**config.mk**
```make
export PLATFORM = sky130hd
export DESIGN_NAME = multi_alarm_clock
export DESIGN_NICKNAME = d
export VERILOG_FILES = /design/src/rtl/multi_alarm_clock.sv
export SDC_FILE = /design/constraint.sdc
export NUM_CORES = 1
export LEC_CHECK = 0
export BUFFER_PORTS_ARGS = -buffer_cell sky130_fd_sc_hd__buf_2
export CAP_MARGIN = 20
export CORE_ASPECT_RATIO = 1.25
export CORE_MARGIN = 1
export CORE_UTILIZATION = 45
export DETAILED_ROUTE_END_ITERATION = 8
export GPL_TIMING_DRIVEN = 0
export PLACE_DENSITY = 0.76
export SLEW_MARGIN = 20
export SYNTH_ARGS = -nofsm -noshare
export SYNTH_HDL_FRONTEND = slang
export SYNTH_SLANG_ARGS = --single-unit
```
**constraint.sdc**
```tcl
create_clock -name clk_i -period 9.91 [get_ports clk_i]
set_clock_uncertainty 0.15 [all_clocks]
set_input_delay 1.982 -clock clk_i [delete_from_list [all_inputs] [get_ports clk_i]]
set_output_delay 1.982 -clock clk_i [all_outputs]
set_load 0.05 [all_outputs]
```
**src/rtl/multi_alarm_clock.sv**
```systemverilog
// Real-time clock/calendar with one-shot alarm slots and countdown timer channels.
// One internal tick per second, derived from a prescaler on clk_i.
module multi_alarm_clock #(
  parameter int unsigned TICK_DIV   = 1,
  parameter int unsigned NUM_ALARMS = 4,
  parameter int unsigned NUM_TIMERS = 2,
  parameter int unsigned RING_SEC   = 10,
  localparam int unsigned AW = (NUM_ALARMS > 1) ? $clog2(NUM_ALARMS) : 1,
  localparam int unsigned TW = (NUM_TIMERS > 1) ? $clog2(NUM_TIMERS) : 1
) (
  input  logic                  clk_i,
  input  logic                  rst_ni,
  input  logic                  set_valid_i,
  input  logic [4:0]            set_hour_i,
  input  logic [5:0]            set_min_i,
  input  logic [5:0]            set_sec_i,
  input  logic [4:0]            set_day_i,
  input  logic [3:0]            set_month_i,
  input  logic [11:0]           set_year_i,
  input  logic                  alarm_wr_i,
  input  logic [AW-1:0]         alarm_idx_i,
  input  logic [4:0]            alarm_hour_i,
  input  logic [5:0]            alarm_min_i,
  input  logic [5:0]            alarm_sec_i,
  input  logic                  alarm_en_i,
  input  logic [NUM_ALARMS-1:0] alarm_ack_i,
  input  logic                  timer_load_i,
  input  logic [TW-1:0]         timer_idx_i,
  input  logic [5:0]            timer_min_i,
  input  logic [5:0]            timer_sec_i,
  input  logic [NUM_TIMERS-1:0] timer_cancel_i,
  input  logic [TW-1:0]         mon_idx_i,
  output logic [5:0]            timer_count_min_o,
  output logic [5:0]            timer_count_sec_o,
  output logic [4:0]            hour_o,
  output logic [5:0]            min_o,
  output logic [5:0]            sec_o,
  output logic [4:0]            day_o,
  output logic [3:0]            month_o,
  output logic [11:0]           year_o,
  output logic                  sec_pulse_o,
  output logic [NUM_ALARMS-1:0] alarm_buzzer_o,
  output logic [NUM_TIMERS-1:0] timer_buzzer_o,
  output logic [NUM_TIMERS-1:0] timer_busy_o
);

  localparam int unsigned PW = (TICK_DIV > 1) ? $clog2(TICK_DIV) : 1;
  localparam int unsigned RW = (RING_SEC > 1) ? $clog2(RING_SEC) : 1;
  localparam logic [PW-1:0] PrescMax = PW'(TICK_DIV - 1);
  localparam logic [RW-1:0] RingMax  = RW'(RING_SEC - 1);

  function automatic logic [4:0] month_len(input logic [3:0] m, input logic [11:0] y);
    logic leap;
    leap = (y[1:0] == 2'd0) && ((y % 12'd100 != 12'd0) || (y % 12'd400 == 12'd0));
    case (m)
      4'd2:                      return leap ? 5'd29 : 5'd28;
      4'd4, 4'd6, 4'd9, 4'd11:   return 5'd30;
      default:                   return 5'd31;
    endcase
  endfunction

  logic [PW-1:0] presc_q, presc_d;
  logic          pulse_q, pulse_d;
  logic [4:0]    hour_q, hour_d, day_q, day_d, adv_hour, adv_day;
  logic [5:0]    min_q, min_d, sec_q, sec_d, adv_min, adv_sec;
  logic [3:0]    month_q, month_d, adv_month;
  logic [11:0]   year_q, year_d, adv_year;
  logic          set_ok, alarm_ok, load_ok, tick;

  logic [4:0]            al_hour_q [NUM_ALARMS];
  logic [4:0]            al_hour_d [NUM_ALARMS];
  logic [5:0]            al_min_q  [NUM_ALARMS];
  logic [5:0]            al_min_d  [NUM_ALARMS];
  logic [5:0]            al_sec_q  [NUM_ALARMS];
  logic [5:0]            al_sec_d  [NUM_ALARMS];
  logic [RW-1:0]         ring_cnt_q [NUM_ALARMS];
  logic [RW-1:0]         ring_cnt_d [NUM_ALARMS];
  logic [NUM_ALARMS-1:0] al_en_q, al_en_d, ring_q, ring_d;

  logic [5:0]            tm_min_q [NUM_TIMERS];
  logic [5:0]            tm_min_d [NUM_TIMERS];
  logic [5:0]            tm_sec_q [NUM_TIMERS];
  logic [5:0]            tm_sec_d [NUM_TIMERS];
  logic [NUM_TIMERS-1:0] busy_q, busy_d, tbuzz_q, tbuzz_d;

  // The second strobe is registered so it reads 0 straight out of reset.
  assign tick = pulse_q;

  assign set_ok = set_valid_i && (set_hour_i <= 5'd23) && (set_min_i <= 6'd59) &&
                  (set_sec_i <= 6'd59) && (set_month_i != 4'd0) && (set_month_i <= 4'd12) &&
                  (set_day_i != 5'd0) && (set_day_i <= month_len(set_month_i, set_year_i));
  assign alarm_ok = alarm_wr_i && (alarm_hour_i <= 5'd23) && (alarm_min_i <= 6'd59) &&
                    (alarm_sec_i <= 6'd59);
  assign load_ok  = timer_load_i && (timer_sec_i <= 6'd59) &&
                    ((timer_min_i != 6'd0) || (timer_sec_i != 6'd0));

  // Prescaler and calendar advance with carry chain.
  always_comb begin
    presc_d = (set_ok || presc_q == PrescMax) ? '0 : presc_q + PW'(1);
    pulse_d = (presc_d == PrescMax);
    adv_sec = sec_q + 6'd1;
    adv_min = min_q;
    adv_hour = hour_q;
    adv_day = day_q;
    adv_month = month_q;
    adv_year = year_q;
    if (sec_q == 6'd59) begin
      adv_sec = 6'd0;
      adv_min = min_q + 6'd1;
      if (min_q == 6'd59) begin
        adv_min  = 6'd0;
        adv_hour = hour_q + 5'd1;
        if (hour_q == 5'd23) begin
          adv_hour = 5'd0;
          adv_day  = day_q + 5'd1;
          if (day_q >= month_len(month_q, year_q)) begin
            adv_day   = 5'd1;
            adv_month = month_q + 4'd1;
            if (month_q == 4'd12) begin
              adv_month = 4'd1;
              adv_year  = year_q + 12'd1;
            end
          end
        end
      end
    end
    {hour_d, min_d, sec_d, day_d, month_d, year_d} = {hour_q, min_q, sec_q, day_q, month_q, year_q};
    if (set_ok) begin
      {hour_d, min_d, sec_d, day_d, month_d, year_d} =
          {set_hour_i, set_min_i, set_sec_i, set_day_i, set_month_i, set_year_i};
    end else if (tick) begin
      {hour_d, min_d, sec_d, day_d, month_d, year_d} =
          {adv_hour, adv_min, adv_sec, adv_day, adv_month, adv_year};
    end
  end

  // Alarm slots: write, one-shot fire on advanced time, ring until ack or timeout.
  always_comb begin
    al_hour_d = al_hour_q;
    al_min_d = al_min_q;
    al_sec_d = al_sec_q;
    ring_cnt_d = ring_cnt_q;
    al_en_d = al_en_q;
    ring_d = ring_q;
    for (int k = 0; k < NUM_ALARMS; k++) begin
      if (alarm_ok && alarm_idx_i == AW'(k)) begin
        al_hour_d[k] = alarm_hour_i;
        al_min_d[k] = alarm_min_i;
        al_sec_d[k] = alarm_sec_i;
        al_en_d[k] = alarm_en_i;
        ring_d[k] = 1'b0;
        ring_cnt_d[k] = '0;
      end else if (tick && !set_ok && al_en_q[k] && adv_hour == al_hour_q[k] &&
                   adv_min == al_min_q[k] && adv_sec == al_sec_q[k]) begin
        al_en_d[k] = 1'b0;
        ring_d[k] = 1'b1;
        ring_cnt_d[k] = '0;
      end else if (ring_q[k]) begin
        if (alarm_ack_i[k]) begin
          ring_d[k] = 1'b0;
        end else if (tick) begin
          if (ring_cnt_q[k] == RingMax) ring_d[k] = 1'b0;
          else ring_cnt_d[k] = ring_cnt_q[k] + RW'(1);
        end
      end
    end
  end

  // Countdown channels: cancel beats load, load beats decrement.
  always_comb begin
    tm_min_d = tm_min_q;
    tm_sec_d = tm_sec_q;
    busy_d = busy_q;
    tbuzz_d = tbuzz_q;
    for (int j = 0; j < NUM_TIMERS; j++) begin
      if (timer_cancel_i[j]) begin
        tm_min_d[j] = 6'd0;
        tm_sec_d[j] = 6'd0;
        busy_d[j] = 1'b0;
        tbuzz_d[j] = 1'b0;
      end else if (load_ok && timer_idx_i == TW'(j)) begin
        tm_min_d[j] = timer_min_i;
        tm_sec_d[j] = timer_sec_i;
        busy_d[j] = 1'b1;
        tbuzz_d[j] = 1'b0;
      end else if (tick) begin
        tbuzz_d[j] = 1'b0;
        if (busy_q[j]) begin
          if (tm_sec_q[j] == 6'd0) begin
            tm_min_d[j] = tm_min_q[j] - 6'd1;
            tm_sec_d[j] = 6'd59;
          end else begin
            tm_sec_d[j] = tm_sec_q[j] - 6'd1;
          end
          if (tm_min_q[j] == 6'd0 && tm_sec_q[j] == 6'd1) begin
            busy_d[j] = 1'b0;
            tbuzz_d[j] = 1'b1;
          end
        end
      end
    end
  end

  // Monitor mux; out-of-range index matches no channel and reads zero.
  always_comb begin
    timer_count_min_o = 6'd0;
    timer_count_sec_o = 6'd0;
    for (int j = 0; j < NUM_TIMERS; j++) begin
      if (mon_idx_i == TW'(j)) begin
        timer_count_min_o = tm_min_q[j];
        timer_count_sec_o = tm_sec_q[j];
      end
    end
  end

  // State registers.
  always_ff @(posedge clk_i or negedge rst_ni) begin
    if (!rst_ni) begin
      presc_q <= '0;
      pulse_q <= 1'b0;
      {hour_q, min_q, sec_q} <= '0;
      day_q <= 5'd1;
      month_q <= 4'd1;
      year_q <= 12'd2020;
      al_hour_q <= '{default: '0};
      al_min_q <= '{default: '0};
      al_sec_q <= '{default: '0};
      ring_cnt_q <= '{default: '0};
      al_en_q <= '0;
      ring_q <= '0;
      tm_min_q <= '{default: '0};
      tm_sec_q <= '{default: '0};
      busy_q <= '0;
      tbuzz_q <= '0;
    end else begin
      presc_q <= presc_d;
      pulse_q <= pulse_d;
      {hour_q, min_q, sec_q, day_q, month_q, year_q} <=
          {hour_d, min_d, sec_d, day_d, month_d, year_d};
      al_hour_q <= al_hour_d;
      al_min_q <= al_min_d;
      al_sec_q <= al_sec_d;
      ring_cnt_q <= ring_cnt_d;
      al_en_q <= al_en_d;
      ring_q <= ring_d;
      tm_min_q <= tm_min_d;
      tm_sec_q <= tm_sec_d;
      busy_q <= busy_d;
      tbuzz_q <= tbuzz_d;
    end
  end

  assign {hour_o, min_o, sec_o, day_o, month_o, year_o} =
      {hour_q, min_q, sec_q, day_q, month_q, year_q};
  assign sec_pulse_o = pulse_q;
  assign alarm_buzzer_o = ring_q;
  assign timer_buzzer_o = tbuzz_q;
  assign timer_busy_o = busy_q;

endmodule

```
==> impl_metrics.prom <==
# TYPE chip_impl_metric gauge
chip_impl_metric{name="finalSetupViolations",unit=""} 0
chip_impl_metric{name="dr.pass1.iters",unit=""} 5
chip_impl_metric{name="h_tree_levels",unit=""} 4
chip_impl_metric{name="synthesis.nets",unit=""} 1410
chip_impl_metric{name="max-clock-path-buffers",unit=""} 2
chip_impl_info{name="crit-reg2reg-launch",value="year_o[6]$_DFFE_PN1P_"} 1
chip_impl_metric{name="netlist_area",unit="sq um"} 11400
chip_impl_info{name="postSynth.topFlopCell",value="dfrtp_1"} 1
chip_impl_metric{name="hold-path-cell-count",unit=""} 1
chip_impl_metric{name="synth_edf_count",unit=""} 0
chip_impl_metric{name="boundaryPins",unit=""} 142
chip_impl_metric{name="final-max-slew-violation-count",unit=""} 0
chip_impl_metric{name="post_cts.repair.setup_buffers",unit=""} 0
chip_impl_metric{name="drt-wirelength-per-cell",unit="um"} 18.4
chip_impl_metric{name="clk_pin_slew",unit="ns"} 0.07
chip_impl_metric{name="met3_usage",unit=""} 0.0434
chip_impl_metric{name="vias_per_cell",unit=""} 5.94
chip_impl_metric{name="areaGrowthSynthToFinish",unit="%"} 15.4
chip_impl_metric{name="achievable-frequency",unit="MHz"} 121
chip_impl_info{name="clock-root-buffer",value="clkbuf_16"} 1
chip_impl_info{name="worstSetupStartpointType",value="primary input"} 1
chip_impl_metric{name="syn_inst",unit=""} 1295
chip_impl_metric{name="slowest_delay",unit="ns"} 0.82
chip_impl_info{name="hold_path.class",value="flip-flop to flip-flop"} 1
chip_impl_metric{name="synth-seq-area-share",unit=""} 0.350
chip_impl_metric{name="flip_flop_and_latch_count_after_synthesis",unit=""} 159
chip_impl_metric{name="detail_route.drc_violations",unit=""} 0
chip_impl_metric{name="yosysWarnings",unit=""} 0
chip_impl_metric{name="met2_usage",unit=""} 0.431
chip_impl_metric{name="grt_start_max_net_pins",unit=""} 84
chip_impl_info{name="result_of_the_run",value="finished, final reports clean"} 1
chip_impl_metric{name="coreArea",unit="sq um"} 24700
chip_impl_metric{name="finish.net_count",unit=""} 1567
chip_impl_metric{name="placement.io_buffers",unit=""} 137
chip_impl_metric{name="fin_tns_setup",unit="ns"} 0
chip_impl_metric{name="insertion_delay",unit="ns"} 0.43
chip_impl_metric{name="worst_ep_required_time",unit="ns"} 10.10
chip_impl_metric{name="worstPathBufferInverterCount",unit=""} 5
chip_impl_metric{name="tightestPinTransition",unit="ns"} 0.943
chip_impl_info{name="setup_repair_after_global_routing_missed_its_margin",value="false"} 1
chip_impl_metric{name="fp-row-count",unit=""} 64
chip_impl_metric{name="cts-resized-gates",unit=""} 0
chip_impl_metric{name="final_antenna_net_count",unit=""} 0
chip_impl_metric{name="max-vdd-ir-drop",unit="V"} 0.000133
chip_impl_metric{name="cts_buf_count",unit=""} 17
chip_impl_metric{name="synthesis.area_per_instance",unit="sq um"} 8.80
chip_impl_info{name="hold-path-endpoint",value="al_sec_q[0]$_DFFE_PN0P_"} 1
chip_impl_info{name="clock_tree_from_tritoncts",value="built"} 1
chip_impl_metric{name="die_area",unit="sq um"} 26000
chip_impl_metric{name="finalWorstPathRequiredPeriod",unit="ns"} 8.25
chip_impl_metric{name="total_leakage_power",unit="nW"} 5.48
chip_impl_metric{name="final_hold_viol_count",unit=""} 0
chip_impl_info{name="worst-setup-path-type",value="primary input to flip-flop"} 1
chip_impl_info{name="grt_most_used_layer",value="met2"} 1
chip_impl_info{name="worst_setup_path_end_kind",value="flip-flop"} 1
chip_impl_metric{name="floorplan.die.width",unit="um"} 144
chip_impl_metric{name="via_count_of_the_first_global_routing_pass",unit=""} 10200
chip_impl_metric{name="dpl.hpwl",unit="um"} 24600
chip_impl_info{name="hold_path.startpoint",value="al_sec_q[0]$_DFFE_PN0P_"} 1
chip_impl_metric{name="grt_antenna_before_repair",unit=""} 2
chip_impl_metric{name="drt-initial-drc-count",unit=""} 806
chip_impl_info{name="critical_path.cell_chain",value="buf_2 > buf_2 > nor4_1 > o31a_1 > o41ai_2 > maj3_1 > xnor2_2 > a21o_1 > a21oi_2 > maj3_2 > a221oi_1 > o21ai_1 > and4_1 > a21oi_1 > ha_1 > nor2b_1 > o2111ai_1 > a21oi_1 > nor4_1 > clkbuf_1 > clkbuf_1 > clkbuf_1 > nand2_1 > o21ai_0"} 1
chip_impl_metric{name="worst-endpoint-arrival",unit="ns"} 8.45
chip_impl_metric{name="drt-total-wl",unit="um"} 33000
chip_impl_metric{name="globalRoute.totalOverflow",unit=""} 0
chip_impl_metric{name="initial_utilization",unit=""} 0.462
chip_impl_metric{name="chip_height",unit="um"} 180
chip_impl_metric{name="grt_first_pass_wirelength",unit="um"} 52700
chip_impl_metric{name="drv_cap",unit=""} 0
chip_impl_info{name="cpMostUsedCell",value="clkbuf_1"} 1
chip_impl_metric{name="postSynth.asyncResetShare",unit=""} 1.00
chip_impl_metric{name="cts.sink_count",unit=""} 159
chip_impl_info{name="timing.critical_path.max_delay_family",value="compound AO/OA/AOI/OAI gates"} 1
chip_impl_metric{name="via_count",unit=""} 10700
chip_impl_metric{name="met1_usage",unit=""} 0.323
chip_impl_metric{name="timing.critical_path.fanout_max",unit=""} 10
chip_impl_metric{name="fraction_of_final_layout_cells_sized_beyond_drive_strength_1",unit=""} 0.212
chip_impl_metric{name="reg2reg_setup_slack",unit="ns"} 3.68
chip_impl_metric{name="ctsHoldBuffers",unit=""} 0
chip_impl_metric{name="slew_headroom",unit=""} 0.366
chip_impl_metric{name="grt_use_total",unit=""} 0.259
chip_impl_metric{name="post-layout-total-power",unit="mW"} 3.51
chip_impl_info{name="crit_slowest_cell",value="nor4_1"} 1
chip_impl_metric{name="r2r_cells",unit=""} 23
chip_impl_metric{name="power_density",unit="nW/um^2"} 267
chip_impl_metric{name="synth_cell_type_count",unit=""} 94
chip_impl_metric{name="gp_congestion",unit=""} 0.963
chip_impl_metric{name="fin_crit_sh",unit=""} 0.833
chip_impl_info{name="reg2reg_to",value="year_o[6]$_DFFE_PN1P_"} 1
-- power by group --
part | leakage [nW] | internal, mW | switching [mW]
Clock | 0.295 | 0.365 | 0.317
Combinational | 3.21 | 0.710 | 1.19
Sequential | 1.98 | 0.787 | 0.144
-- cell usage after synthesis, types with 9 or more instances --
master,count,area share
nand2_1,116,0.038
or3_1,10,0.0055
a31oi_1,12,0.0066
nor4_1,25,0.014
nand4_1,26,0.014
nor2b_1,17,0.0093
and2_1,14,0.0077
nor2_1,113,0.037
buf_2,17,0.0075
dfstp_2,9,0.021
nand2b_1,15,0.0082
buf_1,10,0.0033
nor3_1,37,0.016
nor3b_1,10,0.0066
o211ai_1,19,0.013
clkbuf_1,43,0.014
mux2_2,77,0.076
nand3_1,40,0.018
a211oi_1,20,0.013
xnor2_1,64,0.049
xor2_1,47,0.036
ha_1,32,0.035
a21oi_1,69,0.030
inv_1,35,0.012
mux2i_1,18,0.016
o21ai_0,89,0.039
dfrtp_1,150,0.33
-- per-stage QoR --
step	hold WS, ns	cells	area (sq um)	setup slack, ns	util
after global routing	0.392	1796	13200	1.13	0.533
after floorplan	0.318	1295	11400	2.92	-
after detailed placement	0.366	1763	12500	1.34	0.508
final	0.377	1797	13200	1.66	0.534
after CTS	0.382	1795	13200	1.76	0.533
after global placement	0.357	1762	12500	1.41	0.507
-- routing by layer --
| metal | up-vias | wire (um) |
|---|---|---|
| met4 | 2 | 1340 |
| li1 | 5013 | - |
| met1 | 5153 | 13400 |
| met2 | 421 | 16300 |
| met3 | 89 | 2020 |
| met5 | - | 14 |
-- how the worst max path moves through the flow --
stage                       start               endpoint  slack (ns)  cells after the start
floorplan           set_year_i[8]   day_o[0]$_DFFE_PN1P_        2.92                     23
global placement    set_year_i[7]  hour_o[3]$_DFFE_PN0P_        1.41                     24
detailed placement  set_year_i[7]   min_o[5]$_DFFE_PN0P_        1.34                     24
CTS                 set_year_i[7]   min_o[5]$_DFFE_PN0P_        1.76                     24
global route        set_year_i[7]   sec_o[2]$_DFFE_PN0P_        1.13                     24
finish              set_year_i[7]   min_o[5]$_DFFE_PN0P_        1.66                     24
-- cell type report --
class / instances / area (sq um)
Fill cell: 2240 / 11500
Multi-Input combinational cell: 1025 / 6960
Sequential cell: 159 / 3990
Timing Repair Buffer: 138 / 723
Clock buffer: 17 / 425
Tap cell: 330 / 413
Buffer: 73 / 307
Clock inverter: 15 / 193
Inverter: 38 / 143
Antenna cell: 2 / 5.00
-- placed cells by master (no fill, tap or decap), types with 6 or more instances in the layout --
master       n
and3_1       6
ha_1        32
or3_1       10
nand3_1     40
and2_1      14
a21o_1       7
o21ai_1      6
a211o_1      6
dfrtp_1    150
nand2b_1    15
mux2_2      77
a21oi_1     69
a31oi_1     12
nor2_1     113
nand2_1    116
nor3b_1     10
mux2i_1     18
o21ai_0     89
nor4_1      25
nor2b_1     17
xnor2_1     64
buf_1       10
dfstp_2      9
clkbuf_1    43
nor3_1      37
xor2_1      47
nand3b_1     7
o31a_1       7
inv_1       35
clkbuf_16   17
buf_2      153
nand4_1     26
a211oi_1    20
o211ai_1    19
-- sequential cells by signal (all words and copies together) (netlist names) --
signal and count:
al_min_q 24, al_sec_q 24, al_hour_q 20, ring_cnt_q 16
tm_min_q 12, tm_sec_q 12, year_o 12, min_o 6
sec_o 6, day_o 5, hour_o 5, al_en_q 4
alarm_buzzer_o 4, month_o 4, timer_busy_o 2, timer_buzzer_o 2
sec_pulse_o 1
-- kinds of logic after synthesis --
| group | share of synthesized area |
|---|---|
| AOI/OAI and AO/OA | 0.187 |
| muxes | 0.0919 |
| and+or+nand+nor | 0.205 |
| DFF | 0.350 |
| adders and majority gates | 0.0387 |
| buffers and inverters | 0.0394 |
| xor gates and xnor gates | 0.0881 |
| other | 0.000329 |
(Power assumes the default switching activity.)
